<file path="config.mk">
export PLATFORM = sky130hd
export DESIGN_NAME = keeper_ctl
export DESIGN_NICKNAME = d
export VERILOG_FILES = /design/src/rtl/keeper_ctl_pkg.sv /design/src/rtl/keeper_ctl_lfsr16.sv /design/src/rtl/keeper_ctl.sv
export SDC_FILE = /design/constraint.sdc
export NUM_CORES = 1
export LEC_CHECK = 0
export BUFFER_PORTS_ARGS = -buffer_cell sky130_fd_sc_hd__buf_2
export CAP_MARGIN = 20
export CORE_MARGIN = 1.5
export CORE_UTILIZATION = 62
export CTS_CLUSTER_SIZE = 16
export DETAILED_ROUTE_END_ITERATION = 7
export HOLD_SLACK_MARGIN = 0.06
export PLACE_DENSITY = 0.88
export SLEW_MARGIN = 10
export SYNTH_ARGS = -nofsm -noshare
export SYNTH_HDL_FRONTEND = slang
export SYNTH_SLANG_ARGS = --single-unit
</file>
<file path="constraint.sdc">
create_clock -name clk -period 4.02 [get_ports clk]
set_clock_uncertainty 0.2 [all_clocks]
set_input_delay 0.603 -clock clk [delete_from_list [all_inputs] [get_ports clk]]
set_output_delay 0.603 -clock clk [all_outputs]
set_load 0.005 [all_outputs]
</file>
<file path="src/rtl/keeper_ctl_pkg.sv">
// Shared game definitions: keeper controller state encoding and default geometry.
package keeper_ctl_pkg;

  typedef enum logic [2:0] {
    KS_IDLE   = 3'd0,
    KS_ARMED  = 3'd1,
    KS_DIVE   = 3'd2,
    KS_HOLD   = 3'd3,
    KS_RETURN = 3'd4
  } keeper_state_t;

  localparam int KEEPER_X_MIN    = 112;
  localparam int KEEPER_X_MAX    = 712;
  localparam int KEEPER_X_CENTER = 412;
  localparam int KEEPER_STEP     = 8;

endpackage

</file>
<file path="src/rtl/keeper_ctl_lfsr16.sv">
// 16-bit Fibonacci LFSR, taps x^16+x^14+x^13+x^11+1, seeded 16'hACE1 on reset.
module lfsr16 (
  input  logic        clk,
  input  logic        rst,
  output logic [15:0] q
);

  logic [15:0] q_d, q_q;

  always_comb begin
    q_d = {q_q[14:0], q_q[15] ^ q_q[13] ^ q_q[12] ^ q_q[10]};
  end

  always_ff @(posedge clk) begin
    if (rst) q_q <= 16'hACE1;
    else     q_q <= q_d;
  end

  assign q = q_q;

endmodule

</file>
<file path="src/rtl/keeper_ctl.sv">
// Goalkeeper position sequencer: react, dive, hold, return, all stepped on vblank start.
// Define KEEPER_RANDOM_EN to have the keeper guess its target from an LFSR.
module keeper_ctl
  import keeper_ctl_pkg::*;
#(
  parameter int X_MIN        = KEEPER_X_MIN,
  parameter int X_MAX        = KEEPER_X_MAX,
  parameter int X_CENTER     = KEEPER_X_CENTER,
  parameter int STEP         = KEEPER_STEP,
  parameter int REACT_FRAMES = 4,
  parameter int HOLD_FRAMES  = 60
) (
  input  logic       clk,
  input  logic       rst,
  input  logic       vblnk,
  input  logic       shot_start,
  input  logic [9:0] shot_target_x,
  input  logic       round_reset,
  output logic [9:0] keeper_x_pos,
  output logic       keeper_busy,
  output logic       keeper_done,
  output logic [2:0] keeper_state
);

  localparam int CNT_MAX = (HOLD_FRAMES > REACT_FRAMES) ? HOLD_FRAMES : REACT_FRAMES;
  localparam int CNT_W   = $clog2(CNT_MAX + 1);

  localparam logic [CNT_W-1:0]  REACT_LAST = CNT_W'(REACT_FRAMES - 1);
  localparam logic [CNT_W-1:0]  HOLD_LAST  = CNT_W'(HOLD_FRAMES - 1);
  localparam logic [9:0]        XMIN_C     = 10'(X_MIN);
  localparam logic [9:0]        XMAX_C     = 10'(X_MAX);
  localparam logic [9:0]        XCTR_C     = 10'(X_CENTER);
  localparam logic signed [10:0] STEP_S    = 11'(STEP);
  localparam logic [10:0]       STEP_U     = 11'(STEP);

  function automatic logic [9:0] clamp_x(input logic [10:0] v);
    if (v < {1'b0, XMIN_C})      return XMIN_C;
    else if (v > {1'b0, XMAX_C}) return XMAX_C;
    else                         return v[9:0];
  endfunction

  function automatic logic within_step(input logic [9:0] pos, input logic [9:0] tgt);
    logic signed [10:0] diff;
    diff = signed'({1'b0, tgt}) - signed'({1'b0, pos});
    return (diff <= STEP_S) && (diff >= -STEP_S);
  endfunction

  // Distance > STEP guarantees the sum/difference stays inside 0..1023.
  function automatic logic [9:0] step_x(input logic [9:0] pos, input logic [9:0] tgt);
    logic [10:0] nxt;
    if (within_step(pos, tgt)) return tgt;
    if (tgt > pos) nxt = {1'b0, pos} + STEP_U;
    else           nxt = {1'b0, pos} - STEP_U;
    return clamp_x(nxt);
  endfunction

  logic [9:0] shot_src;

`ifdef KEEPER_RANDOM_EN
  logic [15:0] lfsr;
  logic        unused_bits;

  lfsr16 u_lfsr (
    .clk (clk),
    .rst (rst),
    .q   (lfsr)
  );

  assign shot_src    = lfsr[9:0];
  assign unused_bits = ^{shot_target_x, lfsr[15:10]};
`else
  assign shot_src = shot_target_x;
`endif

  keeper_state_t    state_d, state_q;
  logic [9:0]       pos_d, pos_q;
  logic [9:0]       tgt_d, tgt_q;
  logic [CNT_W-1:0] cnt_d, cnt_q;
  logic             pend_d, pend_q;
  logic             done_d, done_q;
  logic             busy_d, busy_q;
  logic             vblnk_q;
  logic             tick;

  always_comb begin
    tick    = vblnk & ~vblnk_q;
    state_d = state_q;
    pos_d   = pos_q;
    tgt_d   = tgt_q;
    cnt_d   = cnt_q;
    pend_d  = pend_q | round_reset;
    done_d  = 1'b0;

    if (tick && pend_d) begin
      state_d = KS_IDLE;
      pos_d   = XCTR_C;
      cnt_d   = '0;
      pend_d  = 1'b0;
    end else begin
      unique case (state_q)
        KS_IDLE: begin
          if (shot_start && !pend_d) begin
            tgt_d   = clamp_x({1'b0, shot_src});
            cnt_d   = '0;
            state_d = KS_ARMED;
          end
        end
        KS_ARMED: begin
          if (tick) begin
            if (cnt_q == REACT_LAST) begin
              state_d = KS_DIVE;
              cnt_d   = '0;
            end else begin
              cnt_d = cnt_q + 1'b1;
            end
          end
        end
        KS_DIVE: begin
          if (tick) begin
            pos_d = step_x(pos_q, tgt_q);
            if (within_step(pos_q, tgt_q)) begin
              state_d = KS_HOLD;
              cnt_d   = '0;
            end
          end
        end
        KS_HOLD: begin
          if (tick) begin
            if (cnt_q == HOLD_LAST) begin
              state_d = KS_RETURN;
              cnt_d   = '0;
            end else begin
              cnt_d = cnt_q + 1'b1;
            end
          end
        end
        KS_RETURN: begin
          if (tick) begin
            pos_d = step_x(pos_q, XCTR_C);
            if (within_step(pos_q, XCTR_C)) begin
              state_d = KS_IDLE;
              done_d  = 1'b1;
            end
          end
        end
        default: state_d = KS_IDLE;
      endcase
    end

    busy_d = (state_d != KS_IDLE);
  end

  always_ff @(posedge clk) begin
    if (rst) begin
      state_q <= KS_IDLE;
      pos_q   <= XCTR_C;
      tgt_q   <= XCTR_C;
      cnt_q   <= '0;
      pend_q  <= 1'b0;
      done_q  <= 1'b0;
      busy_q  <= 1'b0;
      vblnk_q <= 1'b0;
    end else begin
      state_q <= state_d;
      pos_q   <= pos_d;
      tgt_q   <= tgt_d;
      cnt_q   <= cnt_d;
      pend_q  <= pend_d;
      done_q  <= done_d;
      busy_q  <= busy_d;
      vblnk_q <= vblnk;
    end
  end

  assign keeper_x_pos = pos_q;
  assign keeper_busy  = busy_q;
  assign keeper_done  = done_q;
  assign keeper_state = state_q;

endmodule

</file>
==> results.ini, run 1 <==
[setup_path]
critical_path.cell_chain=buf_4 > ha_1 > nand2b_1 > a31oi_2 > or2_1 > mux2i_1 > o32a_1 > or2_4 > a221oi_4 > mux2i_1
worst-r2r-cell-count=10
setup.worst_path.class=reg -> reg
r2r_endpoint=keeper_x_pos[2]
worst-path-max-fanout=19
cpMostUsedCell=sky130_fd_sc_hd__mux2i_1
worst_setup_path_endpoint=keeper_x_pos[2]
critPathSlowestCell=sky130_fd_sc_hd__o32a_1
cp_required_ps=4050
cp_data_arrival_time_ps=3790
regToRegStartpoint=keeper_x_pos[3]
setup.worst_path.end_class=register
critical_path.max_stage_delay_ps=470
crit_path_start_kind=register
regToRegSetupSlack_ps=260
worstSetupStartpoint=keeper_x_pos[3]

[final_layout]
final_layout_size_suffix_gt1_share_pct=15.83
diodes=0
area.growth.synth_to_final_pct=8.243
finish.instance_area_sq_um=3993
final_nets=548
final_util_pct=71.20

[power_and_ir_drop]
switchingPower_uw=275.1
cell_internal_pwr_uw=577.1
power_density_nw_per_um2=213.5
pwr-share-comb_pct=26.0
cellLeakagePower_uw=0.001523
switching_share_pct=32.28
seq_power_share_pct=40.4
power_frac_clock_pct=33.6
design_power_total_uw=852.2
irDropWorstVdd_uv=208.7

[timing]
post-route-period-util_pct=93.55
rsz0062_at_grt=false
period_minus_slack_ps=3761
worst_slew_margin_rel_pct=49.67
final_max_slew_viol_count=0
report.final.setup_viol=0
fmaxAchievable_mhz=265.9
worstMarginPinSlew_ps=752.1
tns_ps=0
final_hold_viol_count=0

[placement]
gpl.final_weighted_congestion=0.9974
buffer_ports.inserted=29
detailed_place.area_sq_um=3886
detailedPlacementHpwl_mm=8.429

[synth]
synthCells=495
yosysWarningCount=0
synth_fp_nets=526
synth-seq-cells=33
ys_types=84
post_synth_instance_area_sq_um=3689
synth_ff_type=sky130_fd_sc_hd__dfxtp_1
postSynthAreaPerCell_sq_um=7.452
async_flop_share_pct=0
synth_edf_count=0
sequential_element_share_of_the_synthesized_area_pct=17.91

[detailed_routing]
routed-via-count=4216
wire_length_after_detailed_routing_mm=11.36
detail_route.wl_per_cell_um=19.26
remaining_drc_errors=0
route.antenna.remaining_nets=0
drt_iter0_markers=571
avgViaCountPerCell=7.146
number_of_detailed_routing_iterations_run_before_antenna_repair=7

[die]
die-area_sq_um=6421
floorplan.rows=27
floorplan.die.width_um=80.13
coreArea_sq_um=5608
ios=30
initial_core_util_pct=65.77
die-height_um=80.13

[clocking]
cts.reportedPaths.clkPinSlew_ps=70
cts_tree=done
clockBufferDepth=2
htree_levels=2
cts_num_sinks=33
ctsHoldBuffers=0
cts-buffers-inserted=5
cts.root.buffer_cell=sky130_fd_sc_hd__clkbuf_8
cts_repair_resize_count=0
post_cts_buffers=0
clkLatencyLatePin_ps=300

[global_route]
vias_in_the_first_global_route=3874
grt_pass1_wl_mm=18.60
globalRouteTotalUtil_pct=37.24
grt_max_degree=26
antenna_found_initial=0
congestion_overflow_gr=0

[worst_hold_path]
hold_class=reg -> reg

[run_status]
outcome=finished, final reports clean

[flow_run]
max_cap_viol_count=0

-- Yosys cell counts (all sizes together), types with 5 or more instances --
cell type | instances | area, sq um
ha | 15 | 187.7
o21ai | 29 | 148.9
a21oi | 29 | 152.7
o221ai | 5 | 43.79
nor2b | 6 | 37.54
nand2b | 11 | 68.82
inv | 19 | 71.32
o211ai | 5 | 47.54
or4 | 5 | 45.04
and2 | 6 | 37.54
a211oi | 10 | 85.08
clkbuf | 16 | 60.06
nand3 | 14 | 70.07
dfxtp | 33 | 660.6
nor3 | 26 | 130.1
mux2i | 10 | 112.6
a31oi | 13 | 87.58
a311oi | 5 | 43.79
a2111oi | 6 | 71.32
or2 | 5 | 33.79
buf | 12 | 75.07
nor2 | 44 | 167.7
nand4 | 10 | 62.56
nand2 | 47 | 181.4
o22ai | 6 | 37.54
o311ai | 5 | 43.80
xnor2 | 13 | 113.9
nor4 | 7 | 62.56
o31ai | 5 | 37.54
-- worst max-delay path, delay by kind of cell (launching register included) --
| kind | cells | cell delay, ps |
|---|---|---|
| simple gates | 3 | 990 |
| flops | 1 | 400 |
| buf+inv | 1 | 270 |
| fa+ha+maj | 1 | 450 |
| mux | 2 | 390 |
| compound gates | 3 | 970 |
-- state kept, by name, summed over array words and instances (netlist names) --
register,cells
keeper_state,3
keeper_done,1
vblnk_q,1
pend_q,1
keeper_x_pos,10
cnt_q,6
tgt_q,10
keeper_busy,1
-- cells by family (layout without fill, tap and decap cells) --
group,Yosys count,in the layout,synth area share (%)
AO/OA/AOI/OAI,171,171,35.45
XOR/XNOR,17,17,4.037
adder cells (fa/ha/maj),16,16,5.631
buffers and inverters,50,73,5.902
flip-flops,33,33,17.91
multiplexers,11,11,3.358
AND/OR/NAND/NOR,197,197,27.71
-- cells in the final DEF, fill, tap and decap left out, drive strengths merged, types with 4 or more instances in the layout --
master | netlist | layout
nor4 | 7 | 7
a31oi | 13 | 13
o2111ai | 4 | 4
or3 | 4 | 4
or4 | 5 | 5
and3 | 4 | 4
nor2 | 44 | 44
nand2b | 11 | 11
o221ai | 5 | 5
o211ai | 5 | 5
nand2 | 47 | 47
a2111oi | 6 | 6
a21o | 4 | 4
o31ai | 5 | 5
buf | 12 | 43
a311oi | 5 | 5
and2 | 6 | 6
a21boi | 4 | 4
a21oi | 29 | 29
a221oi | 4 | 4
nor2b | 6 | 6
a211oi | 10 | 10
nand4 | 10 | 10
dfxtp | 33 | 33
o22ai | 6 | 6
xor2 | 4 | 4
clkbuf | 16 | 7
o21ai | 29 | 29
xnor2 | 13 | 13
or2 | 5 | 5
o311ai | 5 | 5
ha | 15 | 15
nand3 | 14 | 14
nor3 | 26 | 26
clkinv | 3 | 4
mux2i | 10 | 10
inv | 19 | 19
-- per-layer routing --
metal	GRT usage [%]	routed length, um	vias up
li1	-	-	1964
met1	47.54	4669	1919
met2	57.73	5158	284
met3	10.34	1182	49
met4	17.41	352	0
met5	0	0	-
-- worst min-delay path by stage --
stage / start / end / slack [ps] / cells after the start
5_1_grt: cnt_q[1] / cnt_q[1] / 320 / 2
4_1_cts: cnt_q[1] / cnt_q[1] / 310 / 2
3_5_place_dp: cnt_q[1] / cnt_q[1] / 300 / 2
6_report: cnt_q[1] / cnt_q[1] / 310 / 2
2_1_floorplan: tgt_q[9] / tgt_q[9] / 250 / 2
3_3_place_gp: cnt_q[1] / cnt_q[1] / 290 / 2
-- power by group through the flow --
stage,clock network (uW),logic [uW],registers [uW]
after floorplan,0,171,347
after global placement,0,210,351
after detailed placement,0,214,352
after CTS,281,215,344
after global routing,300,240,345
final,286,222,344
-- metrics by stage --
step	std cells	worst slack [ps]	hold WS (ps)
after floorplan	495	315.4	249.6
after global placement	581	420.3	289.5
after detailed placement	581	345.9	297.5
after CTS	589	315.6	307.5
after global routing	590	51.77	320.3
final	590	259.2	305.2
-- cell type report --
| cell class | count | area, sq um |
|---|---|---|
| inverters | 22 | 82.58 |
| flip-flops and latches | 33 | 660.6 |
| repair buffers | 43 | 247.7 |
| multi-input cells | 412 | 2810 |
| clock buffers | 7 | 96.34 |
| clock inverters | 1 | 5.005 |
| well taps | 72 | 90.09 |
| fillers | 463 | 1615 |
No activity file was read; power rests on OpenSTA's default activity.
==> run 2, diff against run 1 <==
--- a/config.mk
+++ b/config.mk
@@ -13,6 +13,7 @@
 export DETAILED_ROUTE_END_ITERATION = 7
 export HOLD_SLACK_MARGIN = 0.06
 export PLACE_DENSITY = 0.88
+export REMOVE_ABC_BUFFERS = 1
 export SLEW_MARGIN = 10
 export SYNTH_ARGS = -nofsm -noshare
 export SYNTH_HDL_FRONTEND = slang
==> run 2 against run 1 <==
Effect of this change: register-to-register slack better by 40 ps; die area unchanged; sequential power barely moved; cell count unchanged; critical path depth stayed put; global-route usage down 2.6 points; sequential cell count did not move; maximum frequency is 1.1% higher; setup slack better by 41 ps.
==> results.ini, run 2 (synthesis gave the netlist of run 1 again) <==
[final_layout]
area.growth.synth_to_final_pct=9.193
final_nets=548
n_fill_cell=448
final_layout_size_suffix_gt1_share_pct=15.83
final-instance-count-excl-fill=590
diodes=0
final_util_pct=71.82
mostFrequentLayoutCell=sky130_fd_sc_hd__nand2_1
highest_count_cells_in_the_layout_ignoring_fill_and_taps=sky130_fd_sc_hd__nand2_1 (45), sky130_fd_sc_hd__nor2_1 (43), sky130_fd_sc_hd__dfxtp_1 (33)

[setup_path]
setup.worst_path.end_class=register
worst-path-max-fanout=13
cpMostUsedCell=sky130_fd_sc_hd__mux2i_1
critical_path.max_stage_delay_ps=480
cp_required_ps=4030
critical_path.cell_chain=clkinv_1 > ha_1 > a21oi_2 > nand2_1 > o21ai_0 > a31o_2 > mux2i_1 > o211ai_2 > a221oi_4 > mux2i_1
crit_path_start_kind=register
setup.worst_path.class=reg -> reg
buf_inv_stages_crit_path=1
cell_family_contributing_the_most_delay_on_the_critical_path=compound AO/OA/AOI/OAI gates
cp_data_arrival_time_ps=3730
critPathSlowestCell=sky130_fd_sc_hd__a31o_2

[die]
floorplan.rows=27
floorplan.die.width_um=80.13
die-area_sq_um=6421
coreArea_sq_um=5608
ios=30
initial_core_util_pct=65.77
die-height_um=80.13

[timing]
worst_slew_margin_rel_pct=44.52
fmaxAchievable_mhz=268.9
post-route-worst-setup-slack_ps=300.6
final_hold_viol_count=0
period_minus_slack_ps=3719
rsz0062_at_grt=false
worstMarginPinSlew_ps=825.9
report.final.setup_viol=0
final_max_slew_viol_count=0
finalHoldWorstSlack_ps=302.6
tns_ps=0
post-route-period-util_pct=92.52

[run_status]
outcome=finished, final reports clean

[placement]
place_ws_ps=428.0
detailedPlacementHpwl_mm=8.323
buffer_ports.inserted=29
placed_cells_incl_taps=582
gpl.final_weighted_congestion=1.069

[detailed_routing]
route.antenna.remaining_nets=0
detail_route.wl_per_cell_um=18.51
remaining_drc_errors=0
routed-via-count=4098
wire_length_after_detailed_routing_mm=10.92
drt_iter0_markers=407
number_of_detailed_routing_iterations_run_before_antenna_repair=5
avgViaCountPerCell=6.946

[power_and_ir_drop]
power_density_nw_per_um2=234.1
cellLeakagePower_uw=0.001536
irDropWorstVdd_uv=212.2

[clocking]
cts.root.buffer_cell=sky130_fd_sc_hd__clkbuf_8
clkLatencyLatePin_ps=280
cts_tree=done
cts_repair_resize_count=0
htree_levels=2
clockBufferDepth=2
post_cts_buffers=0
cts-buffers-inserted=5
cts_num_sinks=33
ctsHoldBuffers=0
cts.reportedPaths.clkPinSlew_ps=70

[global_route]
congestion_overflow_gr=0
antenna_found_initial=0
grt_pass1_wl_mm=17.57
grt_max_degree=26
vias_in_the_first_global_route=3675
globalRouteTotalUtil_pct=34.68

[flow_run]
max_cap_viol_count=0

[worst_hold_path]
hold_class=reg -> reg

==> run 2: cell types whose count changed in the layout (fill, tap and decap cells not counted), sizes merged <==
| cell | delta |
|---|---|
| bufinv | +2 |
| clkbuf | -2 |
==> run 2: stage by stage <==
stage | area [sq um] | power, uW
global route | 4028 | 975.1
global placement | 3894 | 563.7
detailed placement | 3894 | 571.2
floorplan | 3553 | 511.9
CTS | 4028 | 934.0
finish | 4028 | 942.8
==> run 2: path summary, 6_finish.rpt <==
path | end | cells after the start | slack, ps | from
min | tgt_q[9] | 2 | 300 | tgt_q[9]
max reg2reg | keeper_x_pos[2] | 10 | 300 | keeper_x_pos[3]
max | keeper_x_pos[2] | 10 | 300 | keeper_x_pos[3]
min reg2reg | tgt_q[9] | 2 | 300 | tgt_q[9]
==> run 2: area by class of cell <==
cell class	instances	area, sq um	area share [%]
flip-flops and latches	33	660.6	16.40
inverters	22	82.58	2.050
multi-input cells	412	2810	69.77
well taps	72	90.09	2.237
clock inverters	3	65.06	1.615
clock buffers	5	68.82	1.709
repair buffers	43	250.2	6.213
==> run 2: tightest hold or removal path: cells and delay by family, from the launching register on <==
kind            cells  cell delay [ps]
compound gates      1               60
simple gates        1               70
flops               1              320
==> run 2: metal layers <==
layer	GRT usage, %	share of wire [%]
met1	45.15	43
met4	17.59	4.0
met2	54.20	45
met3	6.818	8.8
met5	0	0
==> run 2: power by group <==
| group | switching, uW | total [uW] | internal, uW | leakage [uW] |
|---|---|---|---|---|
| Combinational | 138 | 228 | 89.4 | 0.00120 |
| Clock | 124 | 370 | 246 | 0.0000681 |
| Sequential | 8.89 | 345 | 336 | 0.000268 |
